===== src/rtl/rf_vote_pkg.sv =====
// rf_vote_pkg: shared FSM state type and result-word field offsets for the vote tally
package rf_vote_pkg;
  typedef enum logic [1:0] {S_IDLE, S_ACCUM, S_SCAN, S_EMIT} vote_tally_state_t;
  localparam int RES_CLS_LSB = 0;
  localparam int RES_CNT_LSB = RES_CLS_LSB + 4;
endpackage


===== src/rtl/counter_with_lat.sv =====
// counter_with_lat: up-counter with synchronous clear taking priority over increment
module counter_with_lat #(
  parameter int W = 8
) (
  input  logic         clk,
  input  logic         inc,
  input  logic         clear,
  output logic [W-1:0] cnt
);
  logic [W-1:0] cnt_q;
  // count accepted events, clear wins
  always_ff @(posedge clk) cnt_q <= clear ? '0 : cnt_q + W'(inc);
  assign cnt = cnt_q;
endmodule


===== src/rtl/vote_cnt_bank.sv =====
// vote_cnt_bank: per-class vote counters with increment, synchronous clear and one read port
module vote_cnt_bank #(
  parameter int CLS_BIT = 4,
  parameter int CNT_BIT = 8
) (
  input  logic               clk,
  input  logic               clear,
  input  logic               inc,
  input  logic [CLS_BIT-1:0] cls,
  input  logic [CLS_BIT-1:0] rd_idx,
  output logic [CNT_BIT-1:0] rd_cnt
);
  localparam int NCLS = 2**CLS_BIT;
  logic [CNT_BIT-1:0] cnt_q [NCLS];
  // clear all counters or bump the voted class
  always_ff @(posedge clk)
    if (clear) for (int i = 0; i < NCLS; i++) cnt_q[i] <= '0;
    else if (inc) cnt_q[cls] <= cnt_q[cls] + 1'b1;
  assign rd_cnt = cnt_q[rd_idx];
endmodule


===== src/rtl/vote_tally.sv =====
// vote_tally: per-sample majority vote over num_tree class votes; VOTE_TALLY_SIM_EN adds debug mirror ports
module vote_tally
  import rf_vote_pkg::*;
#(
  parameter int CLS_BIT   = 4,
  parameter int CNT_BIT   = 8,
  parameter int RES_WIDTH = 16
) (
  input  logic                 clk,
  input  logic                 rst_n,
  input  logic                 i_tally_rst,
  input  logic [CNT_BIT-1:0]   i_num_tree,
  input  logic                 i_vote_vld,
  input  logic [CLS_BIT-1:0]   i_vote_cls,
  output logic                 o_vote_rdy,
  output logic                 o_res_vld,
  output logic [RES_WIDTH-1:0] o_res_val,
`ifdef VOTE_TALLY_SIM_EN
  output logic [1:0]           o_state_sim,
  output logic [CLS_BIT-1:0]   o_scan_idx_sim,
  output logic [CNT_BIT-1:0]   o_acc_sim,
`endif
  output logic                 o_busy
);
  localparam int NCLS = 2**CLS_BIT;
  vote_tally_state_t state_q, state_d;
  logic [CNT_BIT-1:0] num_q, num_d, acc, rd_cnt, best_cnt_q, best_cnt_d;
  logic [CLS_BIT-1:0] idx_q, idx_d, best_cls_q, best_cls_d;
  logic [RES_WIDTH-1:0] res_q, res_d;
  logic clr, accept, emit;
  assign clr = ~rst_n | i_tally_rst;
  assign o_vote_rdy = (state_q == S_ACCUM) | ((state_q == S_IDLE) & (i_num_tree != '0));
  assign accept = i_vote_vld & o_vote_rdy & ~clr;
  assign emit = state_q == S_EMIT;
  counter_with_lat #(.W(CNT_BIT)) u_acc (
    .clk   (clk),
    .inc   (accept),
    .clear (clr | emit),
    .cnt   (acc)
  );
  vote_cnt_bank #(.CLS_BIT(CLS_BIT), .CNT_BIT(CNT_BIT)) u_bank (
    .clk    (clk),
    .clear  (clr | emit),
    .inc    (accept),
    .cls    (i_vote_cls),
    .rd_idx (idx_q),
    .rd_cnt (rd_cnt)
  );
  // next state, running best pair, and result word captured on the final scan step
  always_comb begin
    state_d = state_q;
    num_d = num_q;
    idx_d = idx_q;
    best_cls_d = best_cls_q;
    best_cnt_d = best_cnt_q;
    res_d = res_q;
    unique case (state_q)
      S_IDLE: if (accept) begin
        num_d = i_num_tree;
        state_d = (i_num_tree == CNT_BIT'(1)) ? S_SCAN : S_ACCUM;
      end
      S_ACCUM: if (accept && (acc + 1'b1) == num_q) state_d = S_SCAN;
      S_SCAN: begin
        best_cls_d = (rd_cnt > best_cnt_q) ? idx_q : best_cls_q;
        best_cnt_d = (rd_cnt > best_cnt_q) ? rd_cnt : best_cnt_q;
        idx_d = idx_q + 1'b1;
        if (idx_q == CLS_BIT'(NCLS - 1)) begin
          state_d = S_EMIT;
          res_d = '0;
          res_d[RES_CLS_LSB +: CLS_BIT] = best_cls_d;
          res_d[RES_CLS_LSB + CLS_BIT +: CNT_BIT] = best_cnt_d;
        end
      end
      S_EMIT: begin
        state_d = S_IDLE;
        idx_d = '0;
        best_cls_d = '0;
        best_cnt_d = '0;
      end
      default: state_d = S_IDLE;
    endcase
  end
  // state registers; reset and soft clear discard any partial sample
  always_ff @(posedge clk)
    if (!rst_n || i_tally_rst) begin
      state_q <= S_IDLE;
      num_q <= '0;
      idx_q <= '0;
      best_cls_q <= '0;
      best_cnt_q <= '0;
      res_q <= '0;
    end else begin
      state_q <= state_d;
      num_q <= num_d;
      idx_q <= idx_d;
      best_cls_q <= best_cls_d;
      best_cnt_q <= best_cnt_d;
      res_q <= res_d;
    end
  assign o_res_vld = emit;
  assign o_res_val = res_q;
  assign o_busy = state_q != S_IDLE;
`ifdef VOTE_TALLY_SIM_EN
  assign o_state_sim = state_q;
  assign o_scan_idx_sim = idx_q;
  assign o_acc_sim = acc;
`endif
endmodule


===== config.mk =====
export PLATFORM = sky130hd
export DESIGN_NAME = vote_tally
export DESIGN_NICKNAME = d
export VERILOG_FILES = /design/src/rtl/rf_vote_pkg.sv /design/src/rtl/counter_with_lat.sv /design/src/rtl/vote_cnt_bank.sv /design/src/rtl/vote_tally.sv
export SDC_FILE = /design/constraint.sdc
export NUM_CORES = 1
export LEC_CHECK = 0
export BUFFER_PORTS_ARGS = -buffer_cell sky130_fd_sc_hd__buf_2
export CAP_MARGIN = 20
export CORE_UTILIZATION = 50
export CTS_CLUSTER_SIZE = 28
export DETAILED_ROUTE_END_ITERATION = 6
export PLACE_DENSITY = 0.75
export SKIP_LAST_GASP = 1
export SYNTH_ARGS = -nofsm -noshare
export SYNTH_HDL_FRONTEND = slang
export SYNTH_SLANG_ARGS = --single-unit

===== constraint.sdc =====
create_clock -name clk -period 7 [get_ports clk]
set_clock_uncertainty 0.1 [all_clocks]
set_input_delay 0 -clock clk [delete_from_list [all_inputs] [get_ports clk]]
set_output_delay 0 -clock clk [all_outputs]
set_load 0.05 [all_outputs]

==> results of run 1 <==
-- per-layer routing --
layer	up-vias	track usage (%)
li1	2806	-
met1	3097	31.4
met2	334	40.9
met3	46	7.03
met4	0	10.4
met5	-	0
-- cell type report --
type	instances	area [um2]	area share (%)
Sequential cell	178	4850	47.9
Multi-Input combinational cell	502	4020	39.8
Clock buffer	17	425	4.21
Timing Repair Buffer	49	318	3.14
Tap cell	229	287	2.83
Clock inverter	14	135	1.34
Inverter	21	78.8	0.780
-- final timing paths --
kind / cells past startpoint / slack [ns] / endpoint
max reg2reg: 13 / 2.96 / o_res_val[1]
max: 13 / 2.96 / o_res_val[1]
min: 5 / 0.03 / state_q[1]
min reg2reg: 2 / 0.37 / best_cnt_q[5]
-- report_power, final --
part           total [uW]  switching, uW  internal [uW]
Clock                 918            425            493
Combinational         207            133           74.1
Sequential           1180           19.0           1160
Total                2300            577           1730
-- metrics by stage --
stage,power [uW],cell area [um2],instances
detailed placement,1400,9450,969
finish,2300,10100,1010
global placement,1400,9450,969
CTS,2310,10100,1010
global route,2360,10100,1010
floorplan,1350,9230,752
-- synth_stat cells, types with 10 or more instances --
cell type,number,area share (%)
sky130_fd_sc_hd__nor2_1,150,6.1
sky130_fd_sc_hd__edfxtp_1,128,42
sky130_fd_sc_hd__nand2_1,56,2.3
sky130_fd_sc_hd__mux4_2,53,13
sky130_fd_sc_hd__dfxtp_1,50,11
sky130_fd_sc_hd__a21oi_1,34,1.8
sky130_fd_sc_hd__mux2i_1,27,2.9
sky130_fd_sc_hd__o21ai_0,27,1.5
sky130_fd_sc_hd__clkbuf_1,23,0.94
sky130_fd_sc_hd__nand3_1,23,1.2
sky130_fd_sc_hd__inv_1,21,0.86
sky130_fd_sc_hd__ha_1,17,2.3
sky130_fd_sc_hd__a22oi_1,13,1.1
sky130_fd_sc_hd__mux4_1,13,3.7
sky130_fd_sc_hd__nor2b_1,12,0.81
sky130_fd_sc_hd__a211oi_1,10,0.81
sky130_fd_sc_hd__buf_4,10,0.81
-- registers in the layout, indices dropped and copies added, names as in the netlist, named ones only --
register,cells
idx_q,4
state_q,2
num_q,8
o_res_val,12
best_cls_q,4
u_acc.cnt,8
u_bank.cnt_q,128
best_cnt_q,8
-- critical path, stage by stage (launching register included) --
cell and delay, ns:
sky130_fd_sc_hd__dfxtp_2 0.31, sky130_fd_sc_hd__buf_4 0.52, sky130_fd_sc_hd__mux4_2 0.57, sky130_fd_sc_hd__nor2b_1 0.14
sky130_fd_sc_hd__a211oi_1 0.41, sky130_fd_sc_hd__a21oi_1 0.17, sky130_fd_sc_hd__ha_1 0.35, sky130_fd_sc_hd__o21ai_0 0.08
sky130_fd_sc_hd__nand2b_1 0.08, sky130_fd_sc_hd__a21oi_1 0.09, sky130_fd_sc_hd__a211oi_2 0.40, sky130_fd_sc_hd__buf_4 0.33
sky130_fd_sc_hd__mux2i_1 0.24, sky130_fd_sc_hd__a21oi_1 0.08
-- cells by family (layout without fill, tap and decap cells) --
kind of cell,after synthesis,in the layout,synth area share [%]
xor+xnor,21,21,2.53
flops,178,178,52.6
fa+ha+maj,17,17,2.31
simple gates,273,273,12.9
mux,93,93,19.6
compound gates,94,94,6.04
other cells,1,4,0.0407
buf+inv,72,101,4.00
-- repair_timing --
action	CTS	global route
endpoints found under the hold margin	22	0
hold buffers	10	0
setup buffers	0	0
==> flow_metrics.py, run 1 <==
metrics = {
    "die": {
        "design.die.area_um2": 19000,
        "core-area_um2": 18000,
        "row_count": 49,
        "start_util_pct": 51.1,
        "die_h_um": 138,
        "io-pin-count": 35,
        "fp.dieW_um": 138,
    },
    "place": {
        "place_congestion": 0.833,
        "placement.setup.worst_slack_ns": 2.99,
        "place.detailed.hpwl_um": 14600,
        "place.port_buffers": 30,
    },
    "critical_path": {
        "data_arrival_time_at_the_worst_slack_endpoint_ns": 4.24,
        "critical_path.endpoint_type": "flip-flop",
        "critical_path_required_ns": 7.19,
        "worstPathMaxFanout": 32,
        "timing.critical_path.from_type": "flip-flop",
        "worstSetupPathType": "reg2reg",
    },
    "timing": {
        "final_max_slew_viol_count": 0,
        "final.min_clock_period_ns": 4.04,
        "slew-limit-headroom_pct": 35.9,
        "finalSetupViolCount": 0,
        "timing.hold.ws_ns": 0.0311,
        "tns_ns": 0,
        "finalCritPeriodShare_pct": 57.8,
        "setup_ws_ns": 2.96,
        "timing.fmax_mhz": 247,
        "worst-slew-pin-transition_ns": 0.957,
        "timing.final.hold_violations": 0,
        "rsz0062_at_grt": "false",
    },
    "global_route": {
        "initial_antenna_violation_count": 0,
        "grt_pass1_wl_um": 33900,
        "vias_in_the_first_global_route": 6084,
        "overflow_after_grt": 0,
        "groute.usage.overall_pct": 25.1,
        "largest_net_degree_at_the_start_of_global_routing": 37,
    },
    "yosys": {
        "synth_enable_flop_cells": 128,
        "ys_ff_latch": 178,
        "ys_dominant_reg_cell": "sky130_fd_sc_hd__edfxtp_1",
        "syn_area_um2": 9220,
        "yosysWarningCount": 0,
        "asyncSetResetFlopFracSynth_pct": 0,
        "synthesis.area_per_instance_um2": 12.3,
        "synthesis.instances": 749,
        "synth_cell_type_count": 48,
        "synth.yosys.seq_area_share_pct": 52.6,
    },
    "clock_network": {
        "cts_buffer_depth": 2,
        "clock_latency_ns": 0.44,
        "htreeDepth": 4,
        "tritoncts": "built",
        "cts_repair_resize_count": 0,
        "total_clock_buffers_created_by_cts": 17,
        "cts.reportedPaths.clkPinSlew_ns": 0.06,
        "clock_sink_count": 178,
        "cts.root.buffer_cell": "sky130_fd_sc_hd__clkbuf_16",
    },
    "detailed_routing": {
        "wl_met2_um": 10700,
        "dr.max_layer_used": "met4",
        "route.antenna.remaining_nets": 0,
        "routedWlPerCell_um": 22.0,
        "detail_route.vias_per_cell": 6.22,
        "detail_route.iter0.violations": 611,
        "via_count": 6283,
        "drt_drc_violations_left": 0,
        "wl_met3_um": 2240,
        "wirelength_um": 22200,
        "detail_route.first_pass.iterations": 5,
        "m1WireLength_um": 8660,
    },
    "layout": {
        "n_antenna_cell": 0,
        "finalCoreUtilization_pct": 56.1,
        "fin_nets": 802,
        "n_fill_cell": 1486,
        "final_cell_mix": "sky130_fd_sc_hd__nor2_1, sky130_fd_sc_hd__edfxtp_1, sky130_fd_sc_hd__nand2_1, sky130_fd_sc_hd__mux4_2, sky130_fd_sc_hd__dfxtp_1",
        "area.growth.synth_to_final_pct": 9.68,
        "layout.cells.most_common": "sky130_fd_sc_hd__nor2_1",
        "drive_above_1_share_pct": 17.5,
    },
    "outcome": {
        "run_status": "completed",
    },
    "min_path": {
        "hold_path_startpoint": "i_vote_vld",
        "holdCritPathClass": "in2reg",
    },
    "pwr": {
        "cellPowerDensity_nw_per_um2": 228,
        "cellLeakagePower_uw": 0.00371,
        "ir_worst_vdd_mv": 0.195,
    },
    "flow_run": {
        "max_cap_viols": 0,
    },
}
Power figures use the tool's default switching activity.
==> run 2, diff against run 1 <==
- ABC_AREA: not set -> 1
- PLACE_DENSITY: 0.75 -> 0.77
- clock period: 7 -> 3.45 ns (I/O delays scaled with it)
==> run 2 against run 1 <==
Compared with the run above: first-iteration DRC count increased by 56%; highest routed layer unchanged; largest cell class unchanged; power increased by 110%; clock-buffer cell count increased by 2; setup slack got worse by 2.7 ns; combinational power increased to 2.8 times the previous value; wire length increased by 25%; flip-flop and latch count unchanged; hold slack improved by 0.075 ns; sequential power increased by 100%; synthesized cell count increased by 78%; cell count increased by 63%.
==> flow_metrics.py, run 2 <==
metrics = {
    "timing": {
        "final_max_slew_viol_count": 0,
        "finalCritPeriodShare_pct": 92.2,
        "finalSetupViolCount": 0,
        "worst-slew-pin-transition_ns": 1.02,
        "tns_ns": 0,
        "timing.fmax_mhz": 314,
        "rsz0062_at_grt": "false",
        "slew-limit-headroom_pct": 31.7,
        "timing.final.hold_violations": 0,
        "final.min_clock_period_ns": 3.18,
    },
    "place": {
        "place.detailed.hpwl_um": 18900,
        "place.port_buffers": 30,
        "place_congestion": 0.976,
    },
    "clock_network": {
        "htreeDepth": 4,
        "cts_buffer_depth": 2,
        "cts.root.buffer_cell": "sky130_fd_sc_hd__clkbuf_16",
        "tritoncts": "built",
        "cts_repair_resize_count": 0,
        "clock_sink_count": 178,
        "total_clock_buffers_created_by_cts": 17,
        "cts.reportedPaths.clkPinSlew_ns": 0.07,
        "clock_latency_ns": 0.44,
    },
    "detailed_routing": {
        "routedWlPerCell_um": 16.8,
        "drt_drc_violations_left": 0,
        "detail_route.iter0.violations": 952,
        "wirelength_um": 27700,
        "detail_route.first_pass.iterations": 5,
        "via_count": 9033,
        "detail_route.vias_per_cell": 5.47,
        "route.antenna.remaining_nets": 0,
    },
    "flow_run": {
        "max_cap_viols": 0,
    },
    "critical_path": {
        "critical_path_required_ns": 3.45,
        "worstSetupStartpoint": "i_tally_rst",
        "cell_breakdown_of_the_critical_path": "dlygate4sd3_1 -> buf_2 -> nor2_1 -> dlygate4sd3_1 -> inv_1 -> nor2_1 -> nand2_1 -> inv_2 -> nand2_1 -> nor3_2 -> nand2_1 -> nand2_1",
        "cp_common_cell": "sky130_fd_sc_hd__nand2_1",
        "data_arrival_time_at_the_worst_slack_endpoint_ns": 3.18,
        "worst_path_max_delay_cell": "sky130_fd_sc_hd__dlygate4sd3_1",
        "worstSetupPathType": "in2reg",
        "worst_path_largest_cell_delay_ns": 0.58,
        "timing.rr.start": "state_q[0]",
        "critical_path.endpoint_type": "flip-flop",
        "worstPathMaxFanout": 9,
        "timing.critical_path.from_type": "input pin",
    },
    "yosys": {
        "yosys.cell_count.top_type": "sky130_fd_sc_hd__nand2_1",
        "synthesis.area_per_instance_um2": 7.51,
        "synth_enable_flop_cells": 128,
        "asyncSetResetFlopFracSynth_pct": 0,
        "synthesis.instances": 1335,
        "ys_ff_latch": 178,
        "yosys-top-cells-area": "sky130_fd_sc_hd__edfxtp_1, sky130_fd_sc_hd__nand2_1, sky130_fd_sc_hd__dfxtp_1",
        "netlist.area_leader.share_pct": 38.4,
        "syn_area_um2": 10000,
        "synth.yosys.seq_area_share_pct": 48.3,
        "synth.largest_area_cell": "sky130_fd_sc_hd__edfxtp_1",
        "synth_cell_type_count": 36,
        "ys_dominant_reg_cell": "sky130_fd_sc_hd__edfxtp_1",
        "yosysWarningCount": 0,
        "synth.cells.most_frequent": "sky130_fd_sc_hd__nand2_1, sky130_fd_sc_hd__nor2_1, sky130_fd_sc_hd__inv_1, sky130_fd_sc_hd__edfxtp_1, sky130_fd_sc_hd__o21ai_0",
    },
    "global_route": {
        "grt_pass1_wl_um": 43500,
        "vias_in_the_first_global_route": 8245,
        "initial_antenna_violation_count": 0,
        "overflow_after_grt": 0,
        "largest_net_degree_at_the_start_of_global_routing": 52,
        "groute.usage.overall_pct": 28.2,
    },
    "min_path": {
        "holdCritPathClass": "in2reg",
        "hold_path_startpoint": "i_vote_vld",
    },
    "pwr": {
        "internal-power_uw": 3600,
        "design_power_total_uw": 4920,
        "power.share.combinational_pct": 11.6,
        "power.clock.fraction_pct": 39.6,
        "ir_worst_vdd_mv": 0.357,
        "power.share.switching_pct": 26.8,
        "portion_of_total_power_attributed_to_sequential_cells_pct": 48.8,
        "cellPowerDensity_nw_per_um2": 437,
        "cellLeakagePower_uw": 0.00476,
        "switching_power_uw": 1320,
    },
    "die": {
        "die_h_um": 144,
        "row_count": 51,
        "design.die.area_um2": 20600,
        "start_util_pct": 51.3,
        "core-area_um2": 19500,
        "io-pin-count": 35,
        "fp.dieW_um": 144,
    },
    "outcome": {
        "run_status": "completed",
    },
    "layout": {
        "final_cell_mix": "sky130_fd_sc_hd__nand2_1, sky130_fd_sc_hd__nor2_1, sky130_fd_sc_hd__inv_1, sky130_fd_sc_hd__edfxtp_1, sky130_fd_sc_hd__o21ai_0",
        "multi_input_comb_area_um2": 4330,
        "n_fill_cell": 1730,
        "area.growth.synth_to_final_pct": 12.3,
        "drive_above_1_share_pct": 8.30,
        "area.sequential_um2": 4850,
        "largest-register": "u_bank.cnt_q",
        "n_antenna_cell": 0,
        "layout.cells.most_common": "sky130_fd_sc_hd__nand2_1",
        "fin_nets": 1405,
        "largest_reg_flops": 128,
    },
}
run 2: cell types whose count changed in the layout (fill, tap and decap cells not counted), sizes merged, moves of 10 or more:
cell    delta
a21oi     +30
a22oi     -12
a211oi    -10
nand2    +384
inv      +122
nand3     +46
mux4      -66
nor2      +49
nor2b     -12
buf       +25
o21ai     +68
o211ai    +23
mux2i     -22
run 2: logic make-up (layout without fill, tap and decap cells):
family / after synthesis / count (layout) / share of synthesized area, %
AO/OA/AOI/OAI: 194 / 194 / 10.5
XOR/XNOR: 14 / 14 / 1.56
adder cells (fa/ha/maj): 17 / 17 / 2.12
buffers and inverters: 207 / 254 / 8.59
flip-flops: 178 / 178 / 48.3
multiplexers: 5 / 5 / 0.499
other: 1 / 4 / 0.0374
AND/OR/NAND/NOR: 719 / 719 / 28.3
run 2: path summary, 6_finish.rpt:
| kind | end | slack [ns] | cells past startpoint |
|---|---|---|---|
| worst max-delay path | u_bank.cnt_q[4][7] | 0.27 | 12 |
| worst min register to register | num_q[5] | 0.37 | 2 |
| worst min-delay path | num_q[0] | 0.11 | 7 |
| worst max register to register | u_bank.cnt_q[4][7] | 0.39 | 10 |
run 2: area by class of cell:
cell class	count	area share (%)
clock buffer	19	3.85
clock inverter	13	1.32
inverter	140	4.67
multi-input combinational	953	38.5
sequential	178	43.1
tap	265	2.95
timing repair buffer	82	5.67
run 2: layer usage:
layer,part of all wire [%],track usage [%],vias to the layer above,routed length (um)
li1,-,-,4350,-
met1,40,36.2,4104,11200
met2,45,44.6,483,12600
met3,9.5,5.70,96,2620
met4,4.9,15.8,0,1350
met5,0,0,-,0
run 2: repair_timing:
action / CTS / global route
hold buffers: 17 / 0
endpoints found under the hold margin: 12 / 0
buffers inserted: 0 / 1
endpoints found under the setup margin: 0 / 4
run 2: per-stage QoR:
step           hold slack, ns  util [%]  cell area (um2)  setup WS, ns  instances
2_1_floorplan          0.0127         -            10000         0.265       1338
3_3_place_gp            0.112      53.6            10500         0.449       1600
3_5_place_dp            0.129      53.6            10500         0.423       1600
4_1_cts                0.0862      57.5            11200         0.318       1649
5_1_grt                 0.159      57.6            11300        0.0754       1650
6_report                0.106      57.6            11300         0.267       1650
run 2: critical path, delay by kind of cell:
family	cells	cell delay (ns)
simple gates	7	1.73
buf+inv	5	1.43
run 2: power by group through the flow:
stage               Combinational (uW)  Clock, uW  Sequential, uW
floorplan                          374          0            2430
global placement                   532          0            2450
detailed placement                 538          0            2450
CTS                                557       1960            2400
global route                       627       2030            2410
finish                             570       1950            2400
==> run 3, diff against run 2 <==
- CORE_ASPECT_RATIO: not set -> 0.6
==> run 3 against run 2 <==
Compared with the run above: die area about the same; sequential share of layout area decreased by 0.14 points; clock-buffer cell count up 3; combinational power rose by 3.7%; via count rose by 4.8%; global-route usage rose by 2.8 points; hold slack better by 0.066 ns; wire length is 11% higher; core utilization is 0.80 points higher; non-clock buffer count is 3 higher; setup slack lost 0.23 ns; register-to-register slack lost 0.15 ns; critical path type unchanged; largest cell class unchanged; highest routed layer unchanged.
==> flow_metrics.py, run 3 (synthesized netlist as in run 2, its figures left out) <==
metrics = {
    "die": {
        "core-area_um2": 19300,
        "die_h_um": 112,
        "design.die.area_um2": 20600,
        "io-pin-count": 35,
        "start_util_pct": 51.9,
        "row_count": 39,
        "fp.dieW_um": 185,
    },
    "place": {
        "post-place-cells": 1604,
        "place.port_buffers": 30,
        "place_congestion": 0.979,
        "place.detailed.hpwl_um": 21200,
    },
    "layout": {
        "largest_reg_flops": 128,
        "layout.cells.most_common": "sky130_fd_sc_hd__nand2_1",
        "final_cell_mix": "sky130_fd_sc_hd__nand2_1, sky130_fd_sc_hd__nor2_1, sky130_fd_sc_hd__inv_1, sky130_fd_sc_hd__edfxtp_1, sky130_fd_sc_hd__o21ai_0",
        "largest-register": "u_bank.cnt_q",
        "area.growth.synth_to_final_pct": 12.7,
        "fin_nets": 1408,
        "n_antenna_cell": 0,
        "drive_above_1_share_pct": 8.72,
        "final-instance-count-excl-fill": 1654,
    },
    "timing": {
        "timing.fmax_mhz": 293,
        "rsz0062_at_grt": "true",
        "finalSetupViolCount": 0,
        "slew-limit-headroom_pct": 34.3,
        "timing.final.hold_violations": 0,
        "final_max_slew_viol_count": 0,
        "worst-slew-pin-transition_ns": 0.982,
        "final.min_clock_period_ns": 3.42,
        "finalCritPeriodShare_pct": 99.0,
    },
    "detailed_routing": {
        "drt_drc_violations_left": 0,
        "detail_route.first_pass.iterations": 7,
        "detail_route.vias_per_cell": 5.72,
        "via_count": 9469,
        "wirelength_um": 30600,
        "route.antenna.remaining_nets": 0,
        "detail_route.iter0.violations": 1662,
        "routedWlPerCell_um": 18.5,
    },
    "global_route": {
        "grt_pass1_wl_um": 47700,
        "groute.usage.overall_pct": 31.0,
        "largest_net_degree_at_the_start_of_global_routing": 47,
        "initial_antenna_violation_count": 0,
        "overflow_after_grt": 0,
        "vias_in_the_first_global_route": 8491,
    },
    "critical_path": {
        "worstSetupPathType": "in2reg",
        "worst_path_largest_cell_delay_ns": 0.58,
        "worst_path_max_delay_cell": "sky130_fd_sc_hd__dlygate4sd3_1",
        "worst_r2r_endpoint": "o_res_val[5]",
        "data_arrival_time_at_the_worst_slack_endpoint_ns": 3.44,
        "critical_path_required_ns": 3.48,
        "r2r_cells": 15,
        "worstPathMaxFanout": 15,
        "cpLargestDelayFamily": "simple AND/OR/NAND/NOR gates",
        "r2r_slack_ns": 0.24,
        "timing.critical_path.from_type": "input pin",
        "critical_path.endpoint_type": "flip-flop",
        "crit_buf_inv": 6,
        "cell_breakdown_of_the_critical_path": "dlygate4sd3_1 -> buf_2 -> nor2_1 -> dlygate4sd3_1 -> buf_4 -> inv_1 -> nor2_1 -> nand2_1 -> inv_2 -> nand2_1 -> nor2_1 -> nand2_1 -> nand2_2",
    },
    "clock_network": {
        "tritoncts": "built",
        "total_clock_buffers_created_by_cts": 17,
        "cts_post_setup_buffers_inserted": 0,
        "clock_latency_ns": 0.45,
        "cts.root.buffer_cell": "sky130_fd_sc_hd__clkbuf_16",
        "htreeDepth": 4,
        "cts_buffer_depth": 2,
        "cts.reportedPaths.clkPinSlew_ns": 0.07,
        "clock_sink_count": 178,
    },
    "min_path": {
        "hold_path_startpoint": "i_vote_vld",
        "worst_hold_path.endpoint": "state_q[1]",
        "min_path_cells": 8,
        "holdCritPathClass": "in2reg",
    },
    "pwr": {
        "cellPowerDensity_nw_per_um2": 445,
        "design_power_total_uw": 5030,
        "ir_worst_vdd_mv": 0.376,
        "cellLeakagePower_uw": 0.00477,
    },
    "flow_run": {
        "max_cap_viols": 0,
    },
    "outcome": {
        "run_status": "completed",
    },
}
## run 3: cell types whose count changed in the layout (fill, tap and decap cells not counted), moves of 2 or more
| cell | previous run | this run |
|---|---|---|
| sky130_fd_sc_hd__buf_4 | 31 | 34 |
| sky130_fd_sc_hd__nand2_1 | 440 | 436 |
| sky130_fd_sc_hd__nand2_2 | 3 | 7 |
| sky130_fd_sc_hd__inv_8 | 2 | 0 |
| sky130_fd_sc_hd__inv_6 | 4 | 2 |
| sky130_fd_sc_hd__clkinv_1 | 2 | 4 |
| sky130_fd_sc_hd__clkbuf_16 | 18 | 20 |
## run 3: metal layers
layer  up-vias  global-route usage (%)  share of wire, %
met5         -                       0                 0
met4         0                    7.82               1.6
met3        68                    12.4                16
met2       702                    41.0                39
met1      4328                    46.4                43
li1       4371                       -                 -
## run 3: area by class of cell
class | instances | area (um2)
Multi-Input combinational cell | 953 | 4340
Sequential cell | 178 | 4850
Timing Repair Buffer | 85 | 637
Clock inverter | 10 | 88.8
Tap cell | 266 | 333
Clock buffer | 22 | 518
Inverter | 140 | 526
Fill cell | 1724 | 8030
## run 3: per-stage QoR
step / setup WS [ns] / hold WS [ns] / util, % / cell area [um2] / TNS (ns)
floorplan: 0.265 / 0.0127 / - / 10000 / 0
global placement: 0.404 / 0.123 / 54.3 / 10500 / 0
detailed placement: 0.342 / 0.143 / 54.3 / 10500 / 0
CTS: 0.130 / 0.152 / 58.3 / 11300 / 0
global route: -0.0165 / 0.242 / 58.4 / 11300 / -0.143
finish: 0.0339 / 0.172 / 58.4 / 11300 / 0
## run 3: report_power, final
group / internal [uW] / leakage [uW] / total, uW / switching (uW)
Sequential: 2360 / 0.00183 / 2410 / 49.6
Clock: 1140 / 0.000298 / 2030 / 887
Combinational: 165 / 0.00265 / 591 / 426
## run 3: what timing repair did
item,in CTS,in global routing
resized for setup,0,6
endpoints found under the hold margin,13,0
hold buffers,18,0
setup endpoints to repair,0,53
## run 3: worst max-delay path by stage
stage | startpoint | endpoint | slack [ns] | depth (start not counted)
5_1_grt | i_tally_rst | u_bank.cnt_q[11][2] | -0.02 | 13
6_report | i_tally_rst | u_bank.cnt_q[15][7] | 0.03 | 13
2_1_floorplan | state_q[0] | u_bank.cnt_q[0][0] | 0.26 | 10
3_3_place_gp | flip-flop | o_res_val[5] | 0.40 | 17
4_1_cts | i_tally_rst | u_bank.cnt_q[15][7] | 0.13 | 13
3_5_place_dp | flip-flop | o_res_val[5] | 0.34 | 17
## run 3: tightest hold or removal path, cell delays in order
cell and delay (ns):
sky130_fd_sc_hd__buf_2 0.09, sky130_fd_sc_hd__inv_1 0.05, sky130_fd_sc_hd__nor2_1 0.04, sky130_fd_sc_hd__nand2_1 0.13
sky130_fd_sc_hd__a22oi_1 0.08, sky130_fd_sc_hd__nand2_1 0.14, sky130_fd_sc_hd__nor2_1 0.06, sky130_fd_sc_hd__nor2_1 0.09
